## src/rtl/mem_word_assembler.sv

```systemverilog
// mem_word_assembler: pulls bytes one at a time from an upstream byte memory,
// packs them into a 32-bit word and hands the word to a consumer with a
// valid/ready handshake. A flush request emits a partially filled word.
// Each byte costs three cycles (READ, CAPTURE, IDLE), so reads are spaced at
// least three cycles apart and no read is issued while a word waits in HOLD.
module mem_word_assembler #(
    parameter int unsigned BIG_ENDIAN = 0,
    parameter int unsigned CNT_W      = 16
) (
    input  logic             clk,
    input  logic             rst,
    input  logic             mem_empty,
    input  logic [7:0]       mem_data,
    output logic             mem_rd_en,
    input  logic             flush,
    output logic [31:0]      word_data,
    output logic [2:0]       word_bytes,
    output logic             word_valid,
    input  logic             word_ready,
    output logic [CNT_W-1:0] word_count
);

    localparam logic [1:0] IDLE    = 2'd0;
    localparam logic [1:0] READ    = 2'd1;
    localparam logic [1:0] CAPTURE = 2'd2;
    localparam logic [1:0] HOLD    = 2'd3;

    localparam logic [CNT_W-1:0] CNT_MAX = {CNT_W{1'b1}};
    localparam logic [CNT_W-1:0] CNT_ONE = {{(CNT_W-1){1'b0}}, 1'b1};

    logic [1:0]       state_q,    state_d;
    logic [1:0]       byte_idx_q, byte_idx_d;
    logic [31:0]      buf_q,      buf_d;
    logic [2:0]       bytes_q,    bytes_d;
    logic [CNT_W-1:0] count_q,    count_d;
    // armed_q delays the first read by one extra edge after reset release,
    // giving the upstream memory a settled cycle before it is strobed.
    logic             armed_q,    armed_d;
    logic [1:0]       lane_s;

    // Map the byte index onto a physical lane according to the byte order.
    always_comb begin
        lane_s = byte_idx_q;
        if (BIG_ENDIAN != 0) begin
            lane_s = 2'd3 - byte_idx_q;
        end else begin
            lane_s = byte_idx_q;
        end
    end

    // Next-state logic for the FSM, byte index, assembly buffer and counter.
    always_comb begin
        state_d    = state_q;
        byte_idx_d = byte_idx_q;
        buf_d      = buf_q;
        bytes_d    = bytes_q;
        count_d    = count_q;
        armed_d    = 1'b1;
        case (state_q)
            IDLE: begin
                // Pending data wins over a flush request.
                if (!armed_q) begin
                    state_d = IDLE;
                end else if (!mem_empty) begin
                    state_d = READ;
                end else if (flush && (byte_idx_q != 2'd0)) begin
                    state_d = HOLD;
                    bytes_d = {1'b0, byte_idx_q};
                end else begin
                    state_d = IDLE;
                end
            end
            READ: begin
                state_d = CAPTURE;
            end
            CAPTURE: begin
                // mem_data is the registered response to the READ strobe.
                buf_d[{lane_s, 3'b000} +: 8] = mem_data;
                byte_idx_d = byte_idx_q + 2'd1;
                if (byte_idx_q == 2'd3) begin
                    state_d = HOLD;
                    bytes_d = 3'd4;
                end else begin
                    state_d = IDLE;
                end
            end
            HOLD: begin
                if (word_ready) begin
                    state_d    = IDLE;
                    buf_d      = 32'h0000_0000;
                    byte_idx_d = 2'd0;
                    bytes_d    = 3'd0;
                    if (count_q != CNT_MAX) begin
                        count_d = count_q + CNT_ONE;
                    end else begin
                        count_d = count_q;
                    end
                end else begin
                    state_d = HOLD;
                end
            end
            default: begin
                state_d = IDLE;
            end
        endcase
    end

    // State registers with asynchronous active-low reset.
    always_ff @(posedge clk or negedge rst) begin
        if (!rst) begin
            state_q    <= IDLE;
            byte_idx_q <= 2'd0;
            buf_q      <= 32'h0000_0000;
            bytes_q    <= 3'd0;
            count_q    <= {CNT_W{1'b0}};
            armed_q    <= 1'b0;
        end else begin
            state_q    <= state_d;
            byte_idx_q <= byte_idx_d;
            buf_q      <= buf_d;
            bytes_q    <= bytes_d;
            count_q    <= count_d;
            armed_q    <= armed_d;
        end
    end

    // Outputs decode only from registers; no input reaches them combinationally.
    assign mem_rd_en  = (state_q == READ);
    assign word_valid = (state_q == HOLD);
    assign word_data  = buf_q;
    assign word_bytes = bytes_q;
    assign word_count = count_q;

endmodule

```

## config.mk

```make
export PLATFORM = sky130hd
export DESIGN_NAME = mem_word_assembler
export DESIGN_NICKNAME = d
export VERILOG_FILES = /design/src/rtl/mem_word_assembler.sv
export SDC_FILE = /design/constraint.sdc
export NUM_CORES = 1
export LEC_CHECK = 0
export ABC_AREA = 1
export CORE_MARGIN = 3
export CORE_UTILIZATION = 45
export DETAILED_ROUTE_END_ITERATION = 7
export GPL_TIMING_DRIVEN = 0
export PLACE_DENSITY = 0.76
export SYNTH_ARGS = -nofsm -noshare
export SYNTH_HDL_FRONTEND = slang
export SYNTH_SLANG_ARGS = --single-unit
```

## constraint.sdc

```tcl
create_clock -name clk -period 1.7 [get_ports clk]
set_input_delay 0.255 -clock clk [delete_from_list [all_inputs] [get_ports clk]]
set_output_delay 0.255 -clock clk [all_outputs]
set_load 0.03 [all_outputs]
```

Word level (Yosys, flattened, before mapping)
Index checks and enable logic that the tools add are counted.
- register bits after elaboration: 56
- bits of input ports: 13
- output and inout port bits: 53
- logic and storage cells: 46
- add/subtract/negate cells: 3
- eq/ne operators: 10
- shift-type cells: 2
- multiplexer cells: 17
- reductions and logical operators: 8
- operator list (cell ; count):
    $pmux W32 S2 ; 1
    $bwmux W32 ; 1
    $mux W32 ; 1
    $shift A8 B7 Y32 const A ; 1
    $shiftx A8 B7 Y32 ; 1
    $add A16 B1 Y16 const B ; 1
    $ne A16 B16 Y1 const B ; 1
    $mux W3 ; 5
    $mux W2 ; 6
    $pmux W3 S3 ; 1
    $ne A2 B2 Y1 const B ; 4
    $pmux W2 S4 ; 1
    $neg A5 Y7 ; 1
    $eq A2 B2 Y1 const B ; 3
    $reduce_and A6 Y1 ; 1
    $pmux W2 S2 ; 1
    $reduce_bool A2 Y1 ; 2
    $reduce_and A3 Y1 ; 1
    $reduce_bool A3 Y1 ; 1
    $add A2 B1 Y2 const B ; 1
    $eq A2 B1 Y1 const B ; 1
    $logic_not A2 Y1 ; 1
    $ne A2 B1 Y1 const B ; 1
    $reduce_and A2 Y1 ; 1
    $logic_and A1 B1 Y1 ; 1

Longest topological paths before layout
Gate-level depths: netlist of run 1.
- word-level depth: 6
- mapped depth: 9
- mapped depth without buffers: 9

Worst setup path before layout of run 1
No wires, ideal clock.
- path kind: reg2reg
- start: register byte_idx_q[0]
- end: register buf_q[0], in the netlist word_data[0]
- library setup time: 0.077 ns
- arrival time: 1.619 ns
- required time: 1.623 ns
- path slack: 0.003 ns
- cell stages (with the launch flop): 7
- path buffers: 0
- period minus slack after synthesis: 1.697 ns
- path through: dfrtp_1 > inv_1 > ha_1 > inv_1 > nand2_1 > or3b_2 > a21oi_1
- word-level cells in the longest chain between the ends: 4
- elaborated cells on any way between the ends: 5
- those cells by class: add/sub: 1; shift: 2; mux: 2
- ends and longest elaborated chain (what ; RTL line ; source):
    from (decl) ; 32 ; logic [1:0] byte_idx_q, byte_idx_d;
    from (signal assigned) ; 119 ; byte_idx_q <= byte_idx_d;
    $neg A5 Y7 * ; 78 ; buf_d[{lane_s, 3'b000} +: 8] = mem_data;
    $shiftx A8 B7 Y32 / $shift A8 B7 Y32 (equally long branches) ; 78 ;
    $bwmux W32 * ; 78 ;
    $pmux W32 S2 * ; 59 ; case (state_q)
    to (signal assigned) ; 120 ; buf_q <= buf_d;
    to (decl) ; 33 ; logic [31:0] buf_q, buf_d;
Every way passes the cells marked *; elsewhere a longest branch is shown, timed or not.
A chain may end at the register's enable or synchronous reset.

Worst setup path in the final report of run 1
- start: register buf_q[20], in the netlist word_data[20]
- end: output word_data[20]
- RTL lines (what ; RTL line ; source):
    to (decl) ; 16 ; output logic [31:0] word_data,
No word-level cell between the ends.

==> summary.md, run 1 <==
| Metric | Value |
|---|---|
| Max rail drop VDD | `between 1 and 1.5 mV` |
| Crit end category | `output pin` |
| Warnings, synthesis | `0` |
| Die Ht | `approximately 86 um` |
| DR WL/cell | `13.2 um` |
| Total track usage | `19.2%` |
| Worst r2r src | `byte_idx_q[0]` |
| Syn Nets | `378` |
| Delay-heaviest family, CP | `buffers and inverters` |
| Non-Filler Instances | `512` |
| Max FO, Critical Path | `2` |
| Dpl cells | `about 500` |
| 1st-iter DRT viols | `80` |
| Via-to-Cell Ratio | `5.05` |
| Reg2Reg Depth | `6` |
| Synth Cell Area | `approximately 2900 um^2` |
| Initial Util | `47.6%` |
| Ys flop type | `dfrtp_1` |
| Clock transition at path regs | `~0.11 ns` |
| CTS tree | `built` |
| Port-buffer cells | `between 60 and 70` |
| Die extent in x | `86.1 um` |
| Post-synthesis sequential area ratio | `between 40 and 50%` |
| Post-synth top area share | `48.6%` |
| Fin area | `3830 um^2` |
| Net Sw Frac | `45.7%` |
| Comb power frac | `between 50 and 60%` |
| Post-route setup slack | `around 0.045 ns` |
| DP HPWL | `~5000 um` |
| Clock buffers created by TritonCTS | `5` |
| Post-route minimum period | `1.66 ns` |
| R2R setup slack | `~0.08 ns` |
| Routability cong. | `around 0.86` |
| Utilization after layout | `a little over three fifths` |
| Lkg Pwr | `about 0.0019 uW` |
| Ant diodes | `0` |
| Skew-Pair Late Insertion Delay | `0.32 ns` |
| Maximum buffer depth of the clock tree | `2` |
| Area leader, netlist | `dfrtp_1` |
| Layout cell share with drive strength beyond 1 | `12.4%` |
| CP endpoint | `word_data[20]` |
| Num ports | `between 60 and 70` |
| Internal cell power | `between 3000 and 4000 uW` |
| Global-route wire length before repair | `11500 um` |
| Arrival time worst endpoint | `around 1.4 ns` |
| Share of power burned in registers | `34.8%` |
| Part of the power in the clock network | `between 10% and 20%` |
| Core area | `between 6000 and 7000 um^2` |
| Vias | `2586` |
| WP depth | `1` |
| Layout net count | `around 460` |
| Slowest stage delay, CP | `0.69 ns` |
| Dpl ws | `-0.347 ns` |
| R2R Path End | `word_data[1]` |
| Final setup violating endpoints | `0` |
| Worst setup SP type | `flip-flop` |
| Avg Cell Area, Syn | `approximately 8.1 um^2` |
| Placed cell area | `3640 um^2` |
| Crit. Startpoint | `word_data[20]` |
| Critical Path RT | `1.44 ns` |
| Setup Skew | `0.0136 ns` |
| Worst-path cell chain | `clkdlybuf4s50_1` |
| #FFs+latches synth | `56` |
| Fmax | `a little over 600 MHz` |
| RSZ-0062 raised after global routing | `true` |
| Max-Cap Viols | `0` |
| Slowest-stage cell, CP | `clkdlybuf4s50_1` |
| DRC Markers | `0` |
| Pre-antenna DRT Iters | `4` |
| Fillers | `531` |
| Asr flop ratio synth | `between 90% and 100%` |
| Pwr Density | `1450 nW/um^2` |
| Root Driver | `clkbuf_8` |
| CP Class | `reg2out` |
| Area Growth Syn to Fin | `33.0%` |
| Number of synthesized flops with an enable pin | `0` |
| H-tree levels | `2` |
| Number of global-route vias before repair | `2475` |
| CP bufs+invs | `1` |
| Unique masters post-synth | `30` |
| Tcrit/Tclk final | `97.4%` |
| Die area | `between 7000 and 8000 um^2` |
| Top post-synthesis cells by count | `nand2_1 (93), dfrtp_1 (56), nand3_1 (48)` |
| Synth area leaders | `dfrtp_1 (49%), nand2_1 (12%), nand3_1 (8.3%), inv_1 (6.1%), o21ai_0 (4.3%)` |
| Clock sinks | `56` |
| Final wirelength | `just under 7000 um` |
| Mapped Cells | `358` |
| Pin count of the biggest net entering global routing | `40` |
| Final hold vios | `0` |
| Pins Over Slew Limit | `0` |
| Worst Hold Class | `in2async` |
| Count leader, synth | `nand2_1` |
| Core Rows | `28` |
| Min Hold Slack | `around 0.41 ns` |
| Psw | `2540 uW` |
| Status | `finished, final reports clean` |
| Routed Antenna Nets | `0` |
| Grt ovf | `0` |
| Initial antenna violation count | `0` |
-- worst min-delay path by stage --
stage	start	endpoint	slack [ns]	cells past startpoint
3_5_place_dp	rst	word_count[9]	0.23	1
6_report	rst	word_data[16]	0.41	2
4_1_cts	rst	byte_idx_q[1]	0.42	2
2_1_floorplan	rst	armed_q	-0.04	0
5_1_grt	rst	byte_idx_q[1]	0.44	2
3_3_place_gp	word_bytes[2]	word_bytes[2]	0.46	2
-- state kept, by name, indices dropped and copies added, names as in the netlist --
name and flops:
word_count 16, armed_q 1, state_q 2, byte_idx_q 2, word_bytes 3, word_data 32
-- per-stage QoR --
| step | TNS [ns] | total power [uW] |
|---|---|---|
| CTS | 0 | 5500 |
| finish | 0 | 5570 |
| detailed placement | -4.92 | 4630 |
| global route | -0.0560 | 5970 |
| global placement | -80.30 | 4580 |
| floorplan | 0 | 3660 |
-- power groups by stage --
stage          Clock [uW]  Combinational, uW  Sequential, uW
6_report              766               2860            1940
5_1_grt               856               3120            1990
4_1_cts               798               2760            1940
3_5_place_dp            0               2650            1980
3_3_place_gp            0               2610            1970
2_1_floorplan           0               1200            2470
-- cells by family (layout without fill, tap and decap cells) --
| group | Yosys count | count (layout) | synth area share [%] |
|---|---|---|---|
| buffers and inverters | 56 | 135 | 8.24 |
| adder cells (fa/ha/maj) | 7 | 7 | 3.04 |
| other | 1 | 1 | 0.130 |
| AND/OR/NAND/NOR | 196 | 196 | 30.9 |
| flip-flops | 56 | 56 | 48.6 |
| XOR/XNOR | 6 | 6 | 1.82 |
| AO/OA/AOI/OAI | 36 | 36 | 7.29 |
-- per-layer routing --
metal | wire (um) | share of wire, % | global-route usage [%] | vias to the layer above
met5 | 0 | 0 | 0 | -
met4 | 102 | 1.5 | 4.46 | 0
li1 | - | - | - | 1297
met3 | 311 | 4.6 | 3.75 | 12
met1 | 3170 | 47 | 26.8 | 1210
met2 | 3180 | 47 | 31.0 | 67
-- layout by cell type (no fill, tap or decap), types with 7 or more instances in the layout --
| master | n |
|---|---|
| nand2_1 | 92 |
| dfrtp_1 | 53 |
| nand3_1 | 48 |
| clkdlybuf4s50_1 | 45 |
| inv_1 | 44 |
| nor2_1 | 28 |
| o21ai_0 | 25 |
| dlygate4sd2_1 | 14 |
| nand4_1 | 7 |
| buf_4 | 7 |
-- final cells by class --
type / instances / area (um^2) / share of cell area [%]
clock buffers: 5 / 68.8 / 1.79
clock inverters: 3 / 27.5 / 0.718
flip-flops and latches: 56 / 1410 / 36.6
repair buffers: 72 / 701 / 18.3
inverters: 50 / 190 / 4.96
plain buffers: 5 / 46.3 / 1.21
multi-input cells: 246 / 1300 / 34.0
well taps: 75 / 93.8 / 2.45
-- timing repair --
action,CTS,global route
hold endpoints to repair,17,0
setup endpoints to repair,42,45
pin swaps,0,2
setup buffers,2,3
resized for setup,24,18
hold buffers,1,0
No activity file was read; power rests on OpenSTA's default activity.
==> run 2, diff against run 1 <==
--- a/config.mk
+++ b/config.mk
@@ -8,6 +8,7 @@
 export ABC_AREA = 1
 export CORE_MARGIN = 3
 export CORE_UTILIZATION = 45
+export CTS_CLUSTER_SIZE = 25
 export DETAILED_ROUTE_END_ITERATION = 7
 export GPL_TIMING_DRIVEN = 0
 export PLACE_DENSITY = 0.76
==> results of run 2 <==
No change in the layout: final DEF, timing and power equal those of run 1.
==> run 3, diff against run 2 <==
==> constraint.sdc (replaced) <==
create_clock -name clk -period 1.35 [get_ports clk]
set_input_delay 0.2025 -clock clk [delete_from_list [all_inputs] [get_ports clk]]
set_output_delay 0.2025 -clock clk [all_outputs]
set_load 0.01 [all_outputs]
==> run 3 against run 2 <==
Against the previous run:
- flip-flop and latch count did not move
- worst hold slack improved by 0.017 ns
- count of clock-buffer cells in the layout grew 1
- the flow now finishes with violations (negative setup slack)
- clock power is 46% higher
==> summary.md, run 3 (synthesis gave the netlist of run 1 again) <==
| Metric | Value |
|---|---|
| Die extent in x | `approximately 86 um` |
| Initial Util | `47.6%` |
| Min Hold Slack | `around 0.43 ns` |
| DR WL/cell | `about 17 um` |
| H-tree levels | `2` |
| Clock buffers created by TritonCTS | `5` |
| Failing checks | `negative setup slack` |
| Commonest non-fill, non-tap cell in the layout | `nand2_1` |
| Pwr Density | `about 1800 nW/um^2` |
| Routed Antenna Nets | `0` |
| R2R setup slack | `-0.25 ns` |
| Initial antenna violation count | `0` |
| Post-route setup slack | `-0.247 ns` |
| Multi-input gate area | `approximately 1700 um^2` |
| Worst Hold Class | `in2async` |
| Root Driver | `clkbuf_8` |
| Skew-Pair Late Insertion Delay | `between 0.3 and 0.4 ns` |
| Worst setup SP type | `flip-flop` |
| CTS tree | `built` |
| Final hold vios | `0` |
| Final wirelength | `between 9000 and 10000 um` |
| Final setup violating endpoints | `52` |
| Arrival time worst endpoint | `about 1.9 ns` |
| Pins Over Slew Limit | `0` |
| Tcrit/Tclk final | `118%` |
| Reg2Reg Depth | `8` |
| FF/Latch Area | `1410 um^2` |
| Via-to-Cell Ratio | `5.61` |
| Die Ht | `approximately 86 um` |
| Num ports | `between 60 and 70` |
| Pin count of the biggest net entering global routing | `30` |
| Worst slew pin tran | `roughly 0.65 ns` |
| Critical Path RT | `between 1.5 and 2 ns` |
| Max FO, Critical Path | `6` |
| Clock transition at path regs | `approximately 0.10 ns` |
| Total track usage | `22.5%` |
| Max reg flops | `32` |
| Worst r2r src | `byte_idx_q[0]` |
| Status | `complete, but fails checks` |
| Routability cong. | `between 0.8 and 0.9` |
| Setup TNS | `-6.71 ns` |
| Layout cell share with drive strength beyond 1 | `39.2%` |
| M3 GR Usage | `between 4 and 5%` |
| Setup Skew | `between 0.005 and 0.006 ns` |
| DRC Markers | `0` |
| Slew HR | `a little under three fifths` |
| Maximum buffer depth of the clock tree | `2` |
| Top Usage Layer GRT | `met2` |
| Max-Cap Viols | `0` |
| Ant diodes | `0` |
| Most frequent cells in the layout | `nand2_1 (68), dfrtp_1 (52), buf_4 (52)` |
| 1st-iter DRT viols | `between 300 and 400` |
| Core area | `slightly above 6000 um^2` |
| Core Rows | `28` |
| Max rail drop VDD | `1.13 mV` |
| Met1 Usage GRT | `27.4%` |
| Number of global-route vias before repair | `between 2k and 3k` |
| Crit. Startpoint | `byte_idx_q[0]` |
| R2R Path End | `word_data[6]` |
| DP HPWL | `between 5000 and 6000 um` |
| Crit end category | `flip-flop` |
| Lkg Pwr | `~0.0024 uW` |
| Post-route minimum period | `~1.6 ns` |
| Grt ovf | `0` |
| Grt met2 use | `about two fifths` |
| Clock sinks | `between 50 and 60` |
| Fillers | `between 300 and 400` |
| Vias | `between 3k and 4k` |
| Layout net count | `between 500 and 600` |
| Port-buffer cells | `65` |
| Global-route wire length before repair | `between 10000 and 15000 um` |
| CP Class | `reg2reg` |
| Fmax | `around 630 MHz` |
| Pre-antenna DRT Iters | `6` |
| Die area | `around 7400 um^2` |
| RSZ-0062 raised after global routing | `true` |
| Area Growth Syn to Fin | `66.9%` |
[run 3: power by group]
part / switching [uW] / internal [uW] / leakage, uW / total [uW]
combinational: 2880 / 2400 / 0.00163 / 5280
sequential: 338 / 2090 / 0.000751 / 2430
clock: 573 / 552 / 0.0000552 / 1120
[run 3: critical path: stages (launching register included)]
cell	delay (ns)
dfrtp_2	0.46
inv_4	0.12
ha_4	0.24
inv_4	0.09
nand2_4	0.07
buf_6	0.12
nor2_4	0.24
nand3_2	0.11
nand2_1	0.09
[run 3: layout make-up]
cell class / count / share of cell area, %
Clock buffer: 6 / 1.51
Clock inverter: 2 / 0.728
Sequential cell: 56 / 29.2
Multi-Input combinational cell: 246 / 36.1
Buffer: 5 / 1.43
Timing Repair Buffer: 133 / 24.7
Tap cell: 75 / 1.95
Inverter: 50 / 4.37
[run 3: metrics by stage]
stage | cells | util (%) | area, um^2 | power [uW] | setup WS, ns
final | 573 | 79.4 | 4810 | 8840 | -0.247
after global routing | 573 | 79.4 | 4810 | 9310 | -0.299
after detailed placement | 499 | 62.8 | 3800 | 5740 | -0.322
after floorplan | 358 | - | 3050 | 4500 | -0.126
after CTS | 554 | 72.2 | 4370 | 7720 | -0.142
after global placement | 498 | 62.5 | 3790 | 5670 | -1.88
[run 3: per-layer routing]
layer | wire [um] | vias to the layer above
met5 | 0 | -
met4 | 324 | 0
met3 | 622 | 37
met2 | 5060 | 180
met1 | 3950 | 1574
li1 | - | 1425
[run 3: what timing repair did]
action	in CTS	in global routing
resized for setup	108	86
setup buffers	46	18
cloned	0	3
hold buffers	1	0
pin swaps	30	48
endpoints found under the setup margin	104	55
endpoints found under the hold margin	27	0
[run 3: worst max path at each step]
stage,to,slack (ns),cells past startpoint
floorplan,word_data[0],-0.13,6
global placement,word_count[0],-1.88,1
detailed placement,word_data[12],-0.32,6
CTS,word_data[14],-0.14,8
global route,word_data[12],-0.30,7
finish,word_data[6],-0.25,8
==> RTL change 1, RTL diff (flow settings as in run 1) <==
Put one more register stage on the output `word_count`, without a reset. The value now appears one clock later. The other outputs are not delayed to match.
--- a/src/rtl/mem_word_assembler.sv
+++ b/src/rtl/mem_word_assembler.sv
@@ -131,3 +131,5 @@
     assign word_bytes = bytes_q;
-    assign word_count = count_q;
+    always_ff @(posedge clk) begin
+        word_count <= count_q;
+    end
 
Behaviour: not the same (Yosys sat finds a counterexample within 10 cycles, from zero or initial values and one cycle with rst low).
==> RTL change 1 against run 1 <==
  * Sequential cell count increased by 16
  * Largest power group unchanged
  * Via count is 13% higher
  * Cell count up 14%
  * Cell area increased by 17%
  * Non-clock buffer count rose by 2
  * Worst setup slack lost 0.018 ns
  * Power is 31% higher
  * Combinational power up 14%
  * Wire length is 18% higher
  * Sequential share of layout area increased by 1.8 points
  * Area after synthesis is 17% higher
  * Critical endpoint is now word_data[3]
==> RTL change 1: results (changes against run 1) <==
| Metric | Value |
|---|---|
| Via count | 2927 (+13%) |
| Worst setup path endpoint | word_data[3] |
| RePlAce Congestion | 0.875 (+2.2%) |
| Layout Skew | 0.0108 ns (-0.00285 ns) |
| Sequential area share after synthesis | 50.8% (+2.3 points) |
| M2 GR Usage | 31.4% (+0.39 points) |
| CP arrival | 1.42 ns (+0.02 ns) |
| WHS | 0.378 ns (-0.0354 ns) |
| Largest net degree at the start of global routing | 39 (-2.5%) |
| Via/cell ratio | 5.02 (-0.60%) |
| Syn_nets | 418 (+11%) |
| Num CTS Buffers | 9 (+4) |
| Ys async rst share | 77.8% (-22 points) |
| WL per Instance | 13.6 um (+3.3%) |
| Top post-synthesis cells by area | dfrtp_1, nand2_1, dfxtp_1 |
| Flop-to-flop setup slack | 0.13 ns (+0.05 ns) |
| FF-to-FF path depth | 7 (+1) |
| Cell variety after synth | 34 (+13%) |
| Worst-Skew Late Latency | 0.35 ns (+0.03 ns) |
| Global-route wire length before repair | 13500 um (+17%) |
| Static Leakage | 2.02 nW (+7.8%) |
| Most frequent cells after synthesis | nand2_1, dfrtp_1, inv_1 |
| Setup Slack @ Placement | -0.269 ns (+0.0781 ns) |
| DP Area | 4170 um^2 (+14%) |
| Post-Route M1 WL | 3650 um (+15%) |
| Met1 usage | 26.0% (-0.80 points) |
| Reg2reg end | word_data[17] |
| Status | finished, final reports clean |
| Critical Path Source | word_data[3] |
| PostCTS Resize Cnt | 9 (-63%) |
| NetSw | 3.04 mW (+20%) |
| Fillers | 642 (+21%) |
| Clock-pin slew on the worst setup and hold paths | 0.08 ns (-0.03 ns) |
| Grt met3 use | 3.90% (+0.15 points) |
| Final net count | 502 (+10%) |
| Total power | 7.28 mW (+31%) |
| Cell count after synthesis | 398 (+11%) |
| WL met3 | 351 um (+13%) |
| Layout cells sized above 1 | 14.8% (+2.4 points) |
| H-tree Lvls | 3 (+1) |
-- RTL change 1: area by class of cell --
cell class	instances	area [um^2]	area share (%)
Buffer	6	57.6	1.28
Inverter	52	201	4.49
Multi-Input combinational cell	268	1430	32.0
Sequential cell	72	1730	38.5
Clock inverter	6	92.6	2.06
Clock buffer	10	138	3.07
Tap cell	96	120	2.68
Timing Repair Buffer	73	717	16.0
-- RTL change 1: logic make-up after synthesis --
| kind of cell | Yosys count | share of synthesized area, % |
|---|---|---|
| XOR/XNOR | 4 | 1.03 |
| AND/OR/NAND/NOR | 218 | 30.8 |
| buffers and inverters | 58 | 7.54 |
| flip-flops | 72 | 50.8 |
| AO/OA/AOI/OAI | 38 | 7.10 |
| adder cells (fa/ha/maj) | 7 | 2.59 |
| other | 1 | 0.111 |
-- RTL change 1: per-stage QoR --
stage	TNS (ns)	util (%)
after global placement	-77.18	58.9
after floorplan	0	-
final	0	63.6
after detailed placement	-2.68	59.1
after global routing	0	63.6
after CTS	0	63.0
==> RTL change 2, RTL diff (flow settings as in run 1) <==
Made on the original files. `CNT_W`: 16 -> 20.
--- a/src/rtl/mem_word_assembler.sv
+++ b/src/rtl/mem_word_assembler.sv
@@ -7,3 +7,3 @@
     parameter int unsigned BIG_ENDIAN = 0,
-    parameter int unsigned CNT_W      = 16
+    parameter int unsigned CNT_W      = 20
 ) (
Interface: changed (resized word_count); port bits go from 66 to 70. The function was not compared with the original's and may differ.
==> RTL change 2 against run 1 <==
  * Global-route usage increased by 1.3 points
  * Area after synthesis increased by 8.7%
  * Power increased by 15%
  * Worst setup slack got worse by 0.0078 ns
  * Combinational power increased by 2%
  * Wire length increased by 13%
  * Clock skew decreased by 0.00078 ns
  * Sequential cell count increased by 4
  * Cell area increased by 11%
  * Largest power group unchanged
  * Highest routed layer unchanged
==> RTL change 2: results (changes against run 1) <==
| Metric | Value |
|---|---|
| Status | finished, final reports clean |
| Iter 0 DRT Violations | 97 (+21%) |
| DRT Pass-1 Iters | 4 (unchanged) |
| CP arrival | 1.41 ns |
| Layout Skew | 0.0129 ns (-0.000778 ns) |
| Max FFs per register | 32 (unchanged) |
| VDD IR-drop max | 0.000792 V (-28%) |
| Worst relative slew slack | 54.9% |
| Min-delay worst type | register to register |
| Crit path max-delay cell type | clkdlybuf4s50_1 |
| FP Rows | 29 (+3.6%) |
| Static Leakage | 2.04 nW (+9.1%) |
| Via/cell ratio | 5.10 (+0.95%) |
| Ys async rst share | 100% (unchanged) |
| Layout cells sized above 1 | 14.0% (+1.7 points) |
| Syn_nets | 399 (+5.6%) |
| Most frequent cells after synthesis | nand2_1, dfrtp_1, nor2_1 |
| Largest net degree at the start of global routing | 32 (-20%) |
| RePlAce Congestion | 0.833 (-2.7%) |
| Worst-Skew Late Latency | 0.34 ns (+0.02 ns) |
| Sequential area share after synthesis | 47.9% (-0.70 points) |
| Clock-pin slew on the worst setup and hold paths | 0.07 ns (-0.04 ns) |
| PortBufs | 69 (+6.2%) |
| Largest stage delay, worst path | 0.69 ns (about the same) |
| Final net count | 486 (+6.6%) |
| Synth Warn # | 0 (unchanged) |
| Vias in the first global route | 2729 (+10%) |
| Top post-synthesis cells by area | dfrtp_1, nand2_1, nor2_1 |
| DP Area | 3950 um^2 (+8.3%) |
| WL per Instance | 14.0 um (+5.9%) |
| Root buffer cell | clkbuf_8 |
| Post-synth top flop | dfrtp_1 |
| Gr usage total | 20.6% (+1.3 points) |
| Hpwl dp | 5520 um (+10%) |
| Global-route wire length before repair | 12600 um (+9.1%) |
| Diodes inserted | 0 (unchanged) |
| Num CTS Buffers | 9 (+4) |
| Initial antenna violation count | 0 (unchanged) |
| EDFF count, synth | 0 (unchanged) |
| Cell variety after synth | 32 (+6.7%) |
| Largest delay share family, worst path | buffers and inverters |
| H-tree Lvls | 3 (+1) |
| Worst-path fanout max | 2 (unchanged) |
| Clock Path Buffers | 2 (unchanged) |
RTL change 2: power by group:
part / internal [mW] / leakage, nW / switching [mW]
logic: 1.11 / 1.13 / 1.79
clock network: 0.859 / 0.113 / 0.575
registers: 1.79 / 0.797 / 0.297
RTL change 2: worst paths after layout:
kind                          startpoint             to  slack [ns]  cells after the start
max                         word_data[0]   word_data[0]        0.04                      1
max in group asynchronous            rst  word_data[10]        0.61                      3
min in group asynchronous            rst  word_count[9]        0.49                      2
min reg2reg                word_bytes[2]  word_bytes[2]        0.47                      2
max reg2reg                word_count[0]  word_count[1]        0.09                      9
min                        word_bytes[2]  word_bytes[2]        0.47                      2
RTL change 2: cell families after synthesis:
family                   share of synthesized area [%]
AO/OA/AOI/OAI                                     9.38
flip-flops                                        47.9
XOR/XNOR                                          4.19
buffers and inverters                             6.46
other                                            0.120
adder cells (fa/ha/maj)                           2.79
AND/OR/NAND/NOR                                   29.2
RTL change 2: metrics by stage:
| stage | instances | worst slack, ns | hold slack (ns) |
|---|---|---|---|
| floorplan | 379 | -0.000280 | -0.0406 |
| global placement | 525 | -1.75 | 0.460 |
| detailed placement | 526 | -0.306 | 0.335 |
| CTS | 544 | 0.00148 | 0.482 |
| global route | 548 | -0.00599 | 0.518 |
| finish | 548 | 0.0370 | 0.474 |
RTL change 2: area by class of cell:
cell class              instances  area (um^2)
well taps                      77         96.3
clock inverters                 5         75.1
flip-flops and latches         60         1510
multi-input cells             272         1480
clock buffers                  11          141
fillers                       559         2290
plain buffers                   6         50.0
inverters                      41          159
repair buffers                 76          727
RTL change 2: what timing repair did:
item,4_1_cts,5_1_grt
hold buffers,1,0
hold endpoints to repair,29,0
buffers inserted,1,4
resized for setup,26,11
pin swaps,1,0
endpoints found under the setup margin,64,30
RTL change 2: routing by layer:
metal	vias to the layer above	track usage (%)	part of all wire [%]
met5	-	0	0
met4	0	10.0	2.4
met3	16	4.24	5.1
met2	80	32.4	49
met1	1310	27.0	43
li1	1388	-	-
